$ cat src/rtl/activation_packer.sv
// activation_packer: ReLU, rounded right-shift requantization and unsigned saturation of
// adder-tree outputs, packed PACK-per-word into a FIFO. Define ACT_ZERO_CNT_EN for zero_count.
module activation_packer #(
  parameter int IN_W       = 20,
  parameter int OUT_W      = 8,
  parameter int PACK       = 4,
  parameter int FIFO_DEPTH = 4,
  parameter int FILL_DEPTH = 3,
  parameter int LEN_W      = 16
) (
  input  logic                  clk,
  input  logic                  rst,
  input  logic                  start,
  input  logic [LEN_W-1:0]      tile_len,
  input  logic [4:0]            shift_amt,
  input  logic [IN_W-1:0]       ofm_input,
  input  logic                  ready_activation,
  output logic [OUT_W*PACK-1:0] act_data,
  output logic                  act_valid,
  input  logic                  act_ready,
  output logic                  busy,
  output logic                  done,
  output logic                  overflow_err,
`ifdef ACT_ZERO_CNT_EN
  output logic [LEN_W-1:0]      zero_count,
`endif
  output logic [1:0]            state_dbg
);

  localparam int FILL_W = $clog2(FILL_DEPTH + 2);
  localparam int LANE_W = (PACK > 1) ? $clog2(PACK) : 1;
  localparam int AW     = $clog2(FIFO_DEPTH);
  localparam int WORD_W = OUT_W * PACK;
  localparam logic [IN_W:0] SAT_MAX = (IN_W + 1)'((64'd1 << OUT_W) - 64'd1);

  typedef enum logic [1:0] {
    S_IDLE  = 2'd0,
    S_FILL  = 2'd1,
    S_RUN   = 2'd2,
    S_FLUSH = 2'd3
  } state_t;

  state_t            state_q;
  logic [FILL_W-1:0] fill_cnt;
  logic [LEN_W-1:0]  elem_cnt;
  logic [LEN_W-1:0]  last_idx;
  logic [4:0]        shift_q;

  // Stage 1: requantized value before saturation.
  logic              s1_valid;
  logic              s1_last;
  logic [IN_W:0]     s1_y;

  // Stage 2: lane assembly and the word waiting to enter the FIFO.
  logic [LANE_W-1:0] lane_cnt;
  logic [WORD_W-1:0] pack_q;
  logic              push_q;
  logic [WORD_W-1:0] push_word;

  logic [WORD_W-1:0] fifo_mem [FIFO_DEPTH];
  logic [AW:0]       wr_ptr;
  logic [AW:0]       rd_ptr;

  logic              start_acc;
  logic              fifo_empty;
  logic              fifo_full;
  logic              pop;
  logic              push_ok;
  logic [IN_W:0]     relu_x;
  logic [IN_W:0]     rnd_add;
  logic [IN_W:0]     y_next;
  logic [OUT_W-1:0]  sat;
  logic [WORD_W-1:0] pack_next;
  logic              lane_last;

  assign start_acc  = (state_q == S_IDLE) && start;
  assign fifo_empty = (wr_ptr == rd_ptr);
  assign fifo_full  = (wr_ptr[AW] != rd_ptr[AW]) && (wr_ptr[AW-1:0] == rd_ptr[AW-1:0]);

  // Writer handshake: a word transfers on any edge where act_valid && act_ready; act_valid
  // means the FIFO is non-empty and act_data (head entry) holds until that transfer.
  assign pop       = !fifo_empty && act_ready;
  assign push_ok   = push_q && (!fifo_full || pop);
  assign act_valid = !fifo_empty;
  assign act_data  = fifo_mem[rd_ptr[AW-1:0]];
  assign busy      = (state_q != S_IDLE);
  assign state_dbg = state_q;

  // The sum cannot wrap: a non-negative IN_W input plus at most 2^IN_W fits in IN_W+1 bits.
  always_comb begin
    relu_x  = ofm_input[IN_W-1] ? '0 : {2'b00, ofm_input[IN_W-2:0]};
    rnd_add = '0;
    if (shift_q != 5'd0) begin
      rnd_add = {{IN_W{1'b0}}, 1'b1} << (shift_q - 5'd1);
    end
    y_next = (relu_x + rnd_add) >> shift_q;
  end

  always_comb begin
    sat       = (s1_y > SAT_MAX) ? '1 : s1_y[OUT_W-1:0];
    pack_next = pack_q;
    pack_next[int'(lane_cnt) * OUT_W +: OUT_W] = sat;
    lane_last = (int'(lane_cnt) == PACK - 1) || s1_last;
  end

  always_ff @(posedge clk or posedge rst) begin
    if (rst) begin
      state_q  <= S_IDLE;
      fill_cnt <= '0;
      elem_cnt <= '0;
      last_idx <= '0;
      shift_q  <= '0;
      s1_valid <= 1'b0;
      s1_last  <= 1'b0;
      s1_y     <= '0;
      done     <= 1'b0;
    end else begin
      done     <= 1'b0;
      s1_valid <= 1'b0;
      s1_last  <= 1'b0;
      case (state_q)
        S_IDLE: begin
          if (start) begin
            last_idx <= (tile_len == '0) ? '0 : tile_len - 1'b1;
            shift_q  <= shift_amt;
            fill_cnt <= '0;
            elem_cnt <= '0;
            state_q  <= (FILL_DEPTH == 0) ? S_RUN : S_FILL;
          end
        end
        S_FILL: begin
          // Leading strobes carry adder-pipeline garbage; count them and drop the data.
          if (ready_activation) begin
            fill_cnt <= fill_cnt + 1'b1;
            if (int'(fill_cnt) == FILL_DEPTH - 1) begin
              state_q <= S_RUN;
            end
          end
        end
        S_RUN: begin
          if (ready_activation) begin
            s1_valid <= 1'b1;
            s1_y     <= y_next;
            s1_last  <= (elem_cnt == last_idx);
            elem_cnt <= elem_cnt + 1'b1;
            if (elem_cnt == last_idx) begin
              state_q <= S_FLUSH;
            end
          end
        end
        S_FLUSH: begin
          if (!s1_valid && !push_q && fifo_empty) begin
            state_q <= S_IDLE;
            done    <= 1'b1;
          end
        end
        default: state_q <= S_IDLE;
      endcase
    end
  end

  always_ff @(posedge clk or posedge rst) begin
    if (rst) begin
      lane_cnt  <= '0;
      pack_q    <= '0;
      push_q    <= 1'b0;
      push_word <= '0;
    end else begin
      push_q <= 1'b0;
      if (start_acc) begin
        lane_cnt <= '0;
        pack_q   <= '0;
      end else if (s1_valid) begin
        if (lane_last) begin
          push_word <= pack_next;
          push_q    <= 1'b1;
          pack_q    <= '0;
          lane_cnt  <= '0;
        end else begin
          pack_q   <= pack_next;
          lane_cnt <= lane_cnt + 1'b1;
        end
      end
    end
  end

`ifdef ACT_ZERO_CNT_EN
  always_ff @(posedge clk or posedge rst) begin
    if (rst) begin
      zero_count <= '0;
    end else if (start_acc) begin
      zero_count <= '0;
    end else if (s1_valid && (sat == '0) && (zero_count != '1)) begin
      zero_count <= zero_count + 1'b1;
    end
  end
`endif

  // A pop in the same cycle frees the head slot, so a push into a full FIFO still lands.
  always_ff @(posedge clk or posedge rst) begin
    if (rst) begin
      wr_ptr       <= '0;
      rd_ptr       <= '0;
      overflow_err <= 1'b0;
      for (int i = 0; i < FIFO_DEPTH; i++) begin
        fifo_mem[i] <= '0;
      end
    end else begin
      if (pop) begin
        rd_ptr <= rd_ptr + 1'b1;
      end
      if (push_ok) begin
        fifo_mem[wr_ptr[AW-1:0]] <= push_word;
        wr_ptr <= wr_ptr + 1'b1;
      end
      if (start_acc) begin
        overflow_err <= 1'b0;
      end else if (push_q && !push_ok) begin
        overflow_err <= 1'b1;
      end
    end
  end

endmodule

$ cat config.mk
export PLATFORM = sky130hd
export DESIGN_NAME = activation_packer
export DESIGN_NICKNAME = d
export VERILOG_FILES = /design/src/rtl/activation_packer.sv
export SDC_FILE = /design/constraint.sdc
export NUM_CORES = 1
export LEC_CHECK = 0
export CAP_MARGIN = 20
export CORE_AREA = 10 10 198 200
export DETAILED_ROUTE_END_ITERATION = 8
export DIE_AREA = 0 0 208 210
export PLACE_DENSITY_LB_ADDON = 0.05
export SKIP_CTS_REPAIR_TIMING = 1
export SLEW_MARGIN = 0
export SYNTH_ARGS = -nofsm -noshare
export SYNTH_HDL_FRONTEND = slang
export SYNTH_SLANG_ARGS = --single-unit
export TNS_END_PERCENT = 1
$ cat constraint.sdc
create_clock -name clk -period 13 [get_ports clk]
set_input_delay 2.6 -clock clk [delete_from_list [all_inputs] [get_ports clk]]
set_output_delay 2.6 -clock clk [all_outputs]
set_load 0.02 [all_outputs]
==> impl_metrics.tcl, run 1 <==
set metrics [dict create \
    status "finished, final reports clean" \
    via_per_inst 5.46 \
    final_util_pct 46.9 \
    worst_slack_ns 7.03 \
    first_iter_violations 769 \
    cts_sinks 268 \
    grt_usage_pct 15.7 \
    drt_pre_antenna_iters 5 \
    yosysMostFrequentCell "dfrtp_1" \
    yosys_most_used_dff "dfrtp_1" \
    synth_xor_area_share_pct 4.00 \
    final_nets 1441 \
    dieWidth_um 208 \
    power_density_nw_per_um2 184 \
    critPathCaptureType "register" \
    rr_endpoint "s1_y[0]" \
    arrival_ns 6.42 \
    place_ws_ns 6.42 \
    cts_buffer_depth 3 \
    rrSetupSlack_ns 7.95 \
    hp-class "register to register" \
    hold_viol 0 \
    cp-endpoint "s1_y[2]" \
    fillerInstances 3349 \
    port_buffers 83 \
    grt_pass1_vias 10400 \
    wl_per_cell_um 19.0 \
    vias 10000 \
    grt_pass1_wl_mm 57.3 \
    grt_max_degree 125 \
    tns_ns 0 \
    crit_start "ofm_input[19]" \
    setup_viol 0 \
    synthMuxAreaShare_pct 18.0 \
    r2r_cells 14 \
    cts-root-buf "clkbuf_16" \
    synthAdderAreaFrac_pct 3.58 \
    period_share_pct 45.9 \
    fin_crit_ns 5.97 \
    yosysSeqAreaShare_pct 47.2 \
    hold_ws_ns 0.477 \
    dieArea_um2 43700 \
    yosysTopAreaCell "dfrtp_1" \
    combPwrFrac_pct 32.5 \
    synth_top_family_by_area "multiplexers" \
    syn_nets 1382 \
    ys_ff_latch 268 \
    cts-htree-levels 1 \
    crit_fanout 19 \
    place.gp.congestion 0.846 \
    drive_gt1_share_pct 18.7 \
    cts_tree "done" \
    ios 84 \
    p_leak_nw 7.37 \
    p_switching_mw 1.15 \
    core_um2 35200 \
    ys_types 71 \
    total_power_mw 3.04 \
    slew_headroom_pct 34.1 \
    detail-route-antenna-nets 0 \
    synth_simple_gate_area_share_pct 10.6 \
    clock_power_share_pct 29.4 \
    antenna_cells 0 \
    yosys-top-cells-area "dfrtp_1 (47%), mux2_2 (11%), mux4_2 (6.5%)" \
    power.internal_mw 1.89 \
    r2r-start "shift_q[2]" \
    wirelength_mm 34.9 \
    areaGrowthSynthToFinish_pct 16.3 \
    rsz0062_at_grt "no" \
    async_reset_ff_share_pct 100 \
    initial_utilization_pct 40.3 \
    p_seq_share_pct 38.1 \
    synth_warnings 0 \
    syn_avg_cell_area_um2 11.0 \
    drc 0 \
    numCtsBuffers 31 \
    worstPathRequired_ns 13.46 \
    fmax_mhz 168 \
    die_y_um 210 \
    hpwl_mm 23.7 \
    crit_type "input port to register" \
    synth_compound_area_share_pct 13.1 \
    drv_cap 0 \
    start_kind "input port" \
    slew_violations 0 \
    yosysTopAreaCellShare_pct 47.2 \
    clkLatencyLatePin_ns 0.56 \
    skew_ns 0.0106 \
    synth_edf_count 0 \
    irDropWorstVdd_uv 102 \
    worst_slew_pin_slew_ns 0.985 \
    overflow 0 \
    synth_commonest_cells "dfrtp_1 (268), mux2_2 (133), nand2_1 (125)" \
    path_clk_slew_ns 0.06 \
    std_cell_rows 69 \
    syn_inst 1296 \
    syn_area_um2 14200 \
    netSwitchingFraction_pct 37.9 \
    antenna_found_initial 0 \
]
==> how the worst min path moves through the flow <==
stage                  to  cells past startpoint  startpoint  slack [ns]
2_1_floorplan    s1_y[18]                      2    s1_y[18]        0.44
3_3_place_gp   pack_q[25]                      2  pack_q[25]        0.46
3_5_place_dp   pack_q[11]                      2  pack_q[11]        0.47
4_1_cts        pack_q[11]                      2  pack_q[11]        0.48
5_1_grt        pack_q[16]                      2  pack_q[16]        0.50
6_report       pack_q[31]                      2  pack_q[31]        0.48
==> state kept, by name (all words and copies together), names as in the netlist, 5 cells and up <==
register,flops
last_idx,16
shift_q,5
pack_q,32
push_word,32
s1_y,21
fifo_mem,128
elem_cnt,16
==> cells by family (layout without fill, tap and decap cells) <==
| group | Yosys count | in the layout |
|---|---|---|
| adder cells (fa/ha/maj) | 40 | 40 |
| AO/OA/AOI/OAI | 277 | 277 |
| AND/OR/NAND/NOR | 330 | 330 |
| flip-flops | 268 | 268 |
| buffers and inverters | 130 | 213 |
| XOR/XNOR | 64 | 64 |
| multiplexers | 187 | 187 |
==> routing by layer <==
layer,vias to the layer above,GRT usage (%),routed length (µm)
met1,4985,20.9,16300
met4,0,3.70,578
li1,4805,-,-
met5,-,0,0
met2,204,26.4,16700
met3,48,2.28,1380
==> worst max-delay path, cell delays in order <==
cell and delay (ns):
clkdlybuf4s50_1 0.91, nor2b_1 0.11, ha_1 0.25, fa_1 0.41
nand3_2 0.12, a21o_1 0.20, a2111oi_2 0.10, nor3_1 0.47
xor2_1 0.20, mux4_2 0.56, o21a_1 0.20, o311ai_1 0.28
==> stage by stage <==
stage,instance area (µm²),std cells
2_1_floorplan,14200,1296
3_3_place_gp,15400,1783
3_5_place_dp,15400,1783
4_1_cts,16500,1840
5_1_grt,16500,1840
6_report,16500,1840
==> power groups by stage <==
stage,logic [mW],clock network (mW),registers (mW)
final,0.989,0.896,1.16
after global routing,1.10,0.960,1.19
after CTS,0.999,0.923,1.16
after detailed placement,0.995,0,1.18
after global placement,0.989,0,1.18
after floorplan,0.737,0,1.09
==> cells in the final DEF, fill, tap and decap left out, types with 11 or more instances in the layout <==
cell type,synthesis,layout
clkinv_2,0,11
inv_1,59,58
xnor2_1,28,28
nand2_1,125,125
o21a_1,37,37
nor2_1,91,90
mux2i_1,13,13
o21ai_0,87,87
nor3_1,13,13
a21oi_1,39,39
dfrtp_1,268,267
nand3_1,16,16
ha_1,39,39
buf_4,0,11
nand4_1,13,13
clkbuf_16,0,31
nor2b_1,24,24
mux4_2,41,41
mux2_2,133,133
o221ai_1,35,35
xor2_1,35,35
clkdlybuf4s50_1,0,83
==> layout make-up <==
cell class	count	area, µm²	area share, %
clock buffers	38	842	5.10
clock inverters	19	221	1.34
inverters	62	240	1.45
multi-input cells	898	7010	42.5
flip-flops and latches	268	6710	40.6
well taps	461	577	3.49
repair buffers	94	913	5.53
Power figures use the tool's default switching activity.
==> run 2, diff against run 1 <==
Clock period 13 ns to 5.99 ns, I/O delays scaled along.
==> impl_metrics.tcl, run 2 (same netlist as run 1, synthesis figures left out) <==
set metrics [dict create \
    status "finished, final reports clean" \
    grt_max_degree 118 \
    hp-class "register to register" \
    detail-route-antenna-nets 0 \
    wl_per_cell_um 18.8 \
    top_register "fifo_mem" \
    cts_sinks 268 \
    fmax_mhz 216 \
    hold_ws_ns 0.475 \
    rsz0062_at_grt "no" \
    period_share_pct 77.4 \
    worstSetupPathDepth 13 \
    fillerInstances 3368 \
    cts_buffer_depth 3 \
    drt_pre_antenna_iters 5 \
    r2r-start "shift_q[0]" \
    via_per_inst 5.46 \
    arrival_ns 5.08 \
    slew_headroom_pct 37.4 \
    reg_top3 "fifo_mem x128, pack_q x32, push_word x32" \
    slew_violations 0 \
    grt_usage_pct 15.7 \
    hp-start "pack_q[19]" \
    std_cell_rows 69 \
    dp.cells 1785 \
    tns_ns 0 \
    dieWidth_um 208 \
    grt_pass1_vias 10400 \
    slowest_delay_ns 0.70 \
    regArea_um2 6710 \
    crit_path_top_delay_cell "inv_1" \
    cp_top_family "simple AND/OR/NAND/NOR gates" \
    areaGrowthSynthToFinish_pct 15.9 \
    clkLatencyLatePin_ns 0.57 \
    place.gp.congestion 0.860 \
    numCtsBuffers 31 \
    layout_common_cells "dfrtp_1 (267), mux2_2 (133), nand2_1 (125), nor2_1 (90), o21ai_0 (87)" \
    cts-root-buf "clkbuf_16" \
    start_kind "register" \
    drv_cap 0 \
    irDropWorstVdd_uv 205 \
    antenna_cells 0 \
    final-instance-count-excl-fill 1838 \
    drc 0 \
    final_util_pct 46.7 \
    drive_gt1_share_pct 18.4 \
    core_um2 35200 \
    layout_commonest_cell "dfrtp_1" \
    cp_cell_sequence "inv_1, nand2_1, nor2_1, ha_1, a21o_1, nand4_1, nand2_1, a221oi_2, xor2_1, inv_1, mux4_2, nor3b_1, a311o_1" \
    cts-htree-levels 1 \
    wirelength_mm 34.5 \
    p_leak_nw 7.34 \
    ios 84 \
    port_buffers 83 \
    crit_start "shift_q[0]" \
    multiInputGateArea_um2 7010 \
    hpwl_mm 23.6 \
    power_density_nw_per_um2 393 \
    largest_reg_flops 128 \
    path_clk_slew_ns 0.06 \
    antenna_found_initial 0 \
    final_nets 1443 \
    cp_num_buf_inv 2 \
    first_iter_violations 650 \
    grt_pass1_wl_mm 57.2 \
    hold_viol 0 \
    setup_viol 0 \
    crit_type "register to register" \
    skew_ns 0.0216 \
    hold_depth 2 \
    vias 10000 \
    critPathCaptureType "register" \
    crit_fanout 21 \
    worst_slew_pin_slew_ns 0.935 \
    worstPathRequired_ns 6.43 \
    dieArea_um2 43700 \
    cts_tree "done" \
    die_y_um 210 \
    initial_utilization_pct 40.3 \
    fin_crit_ns 4.64 \
    overflow 0 \
    r2r_cells 13 \
]
run 2: changes by cell type in the layout (fill, tap and decap cells not counted), moves of 2 or more:
cell and change:
buf_12 +2, bufinv_16 -4, clkbuf_1 +2, clkbuf_8 +5
clkinv_2 -6, inv_8 -2
run 2: report_power, final:
part           internal (mW)  total [mW]  switching [mW]
Clock                   1.06        1.80           0.742
Combinational          0.808        2.13            1.32
Sequential              2.13        2.54           0.413
Total                   3.99        6.47            2.48
run 2: through the flow:
| step | setup slack [ns] | area (µm²) | power, mW |
|---|---|---|---|
| CTS | 1.31 | 16500 | 6.56 |
| global route | 0.866 | 16500 | 6.94 |
| detailed placement | 0.935 | 15500 | 4.73 |
| global placement | 0.988 | 15500 | 4.71 |
| finish | 1.35 | 16500 | 6.47 |
| floorplan | 1.25 | 14200 | 3.97 |
run 2: path summary, 6_finish.rpt:
kind | slack, ns | end
worst max-delay path | 1.35 | s1_y[0]
worst min-delay path | 0.47 | pack_q[19]
worst max register to register | 1.35 | s1_y[0]
worst min register to register | 0.47 | pack_q[19]
max in group asynchronous | 3.76 | fifo_mem[64]
min in group asynchronous | 1.15 | done
run 2: area by class of cell:
cell class	count	area share (%)
clock buffers	45	5.58
clock inverters	8	0.380
inverters	62	1.44
multi-input cells	898	42.6
flip-flops and latches	268	40.7
well taps	461	3.50
repair buffers	96	5.79
run 2: metal layers:
layer / up-vias / wire length (µm) / track usage (%)
li1: 4819 / - / -
met1: 4986 / 16300 / 21.4
met2: 185 / 16400 / 26.2
met3: 44 / 1140 / 2.11
met4: 0 / 614 / 3.62
met5: - / 0 / 0
run 2: worst reg2reg max path, delay by kind of cell (launching register included):
family,cells,cell delay (ns)
AND/OR/NAND/NOR,5,1.25
flip-flops,1,0.55
buffers and inverters,2,0.77
AO/OA/AOI/OAI,3,0.77
adder cells (fa/ha/maj),1,0.27
multiplexers,1,0.52
XOR/XNOR,1,0.37
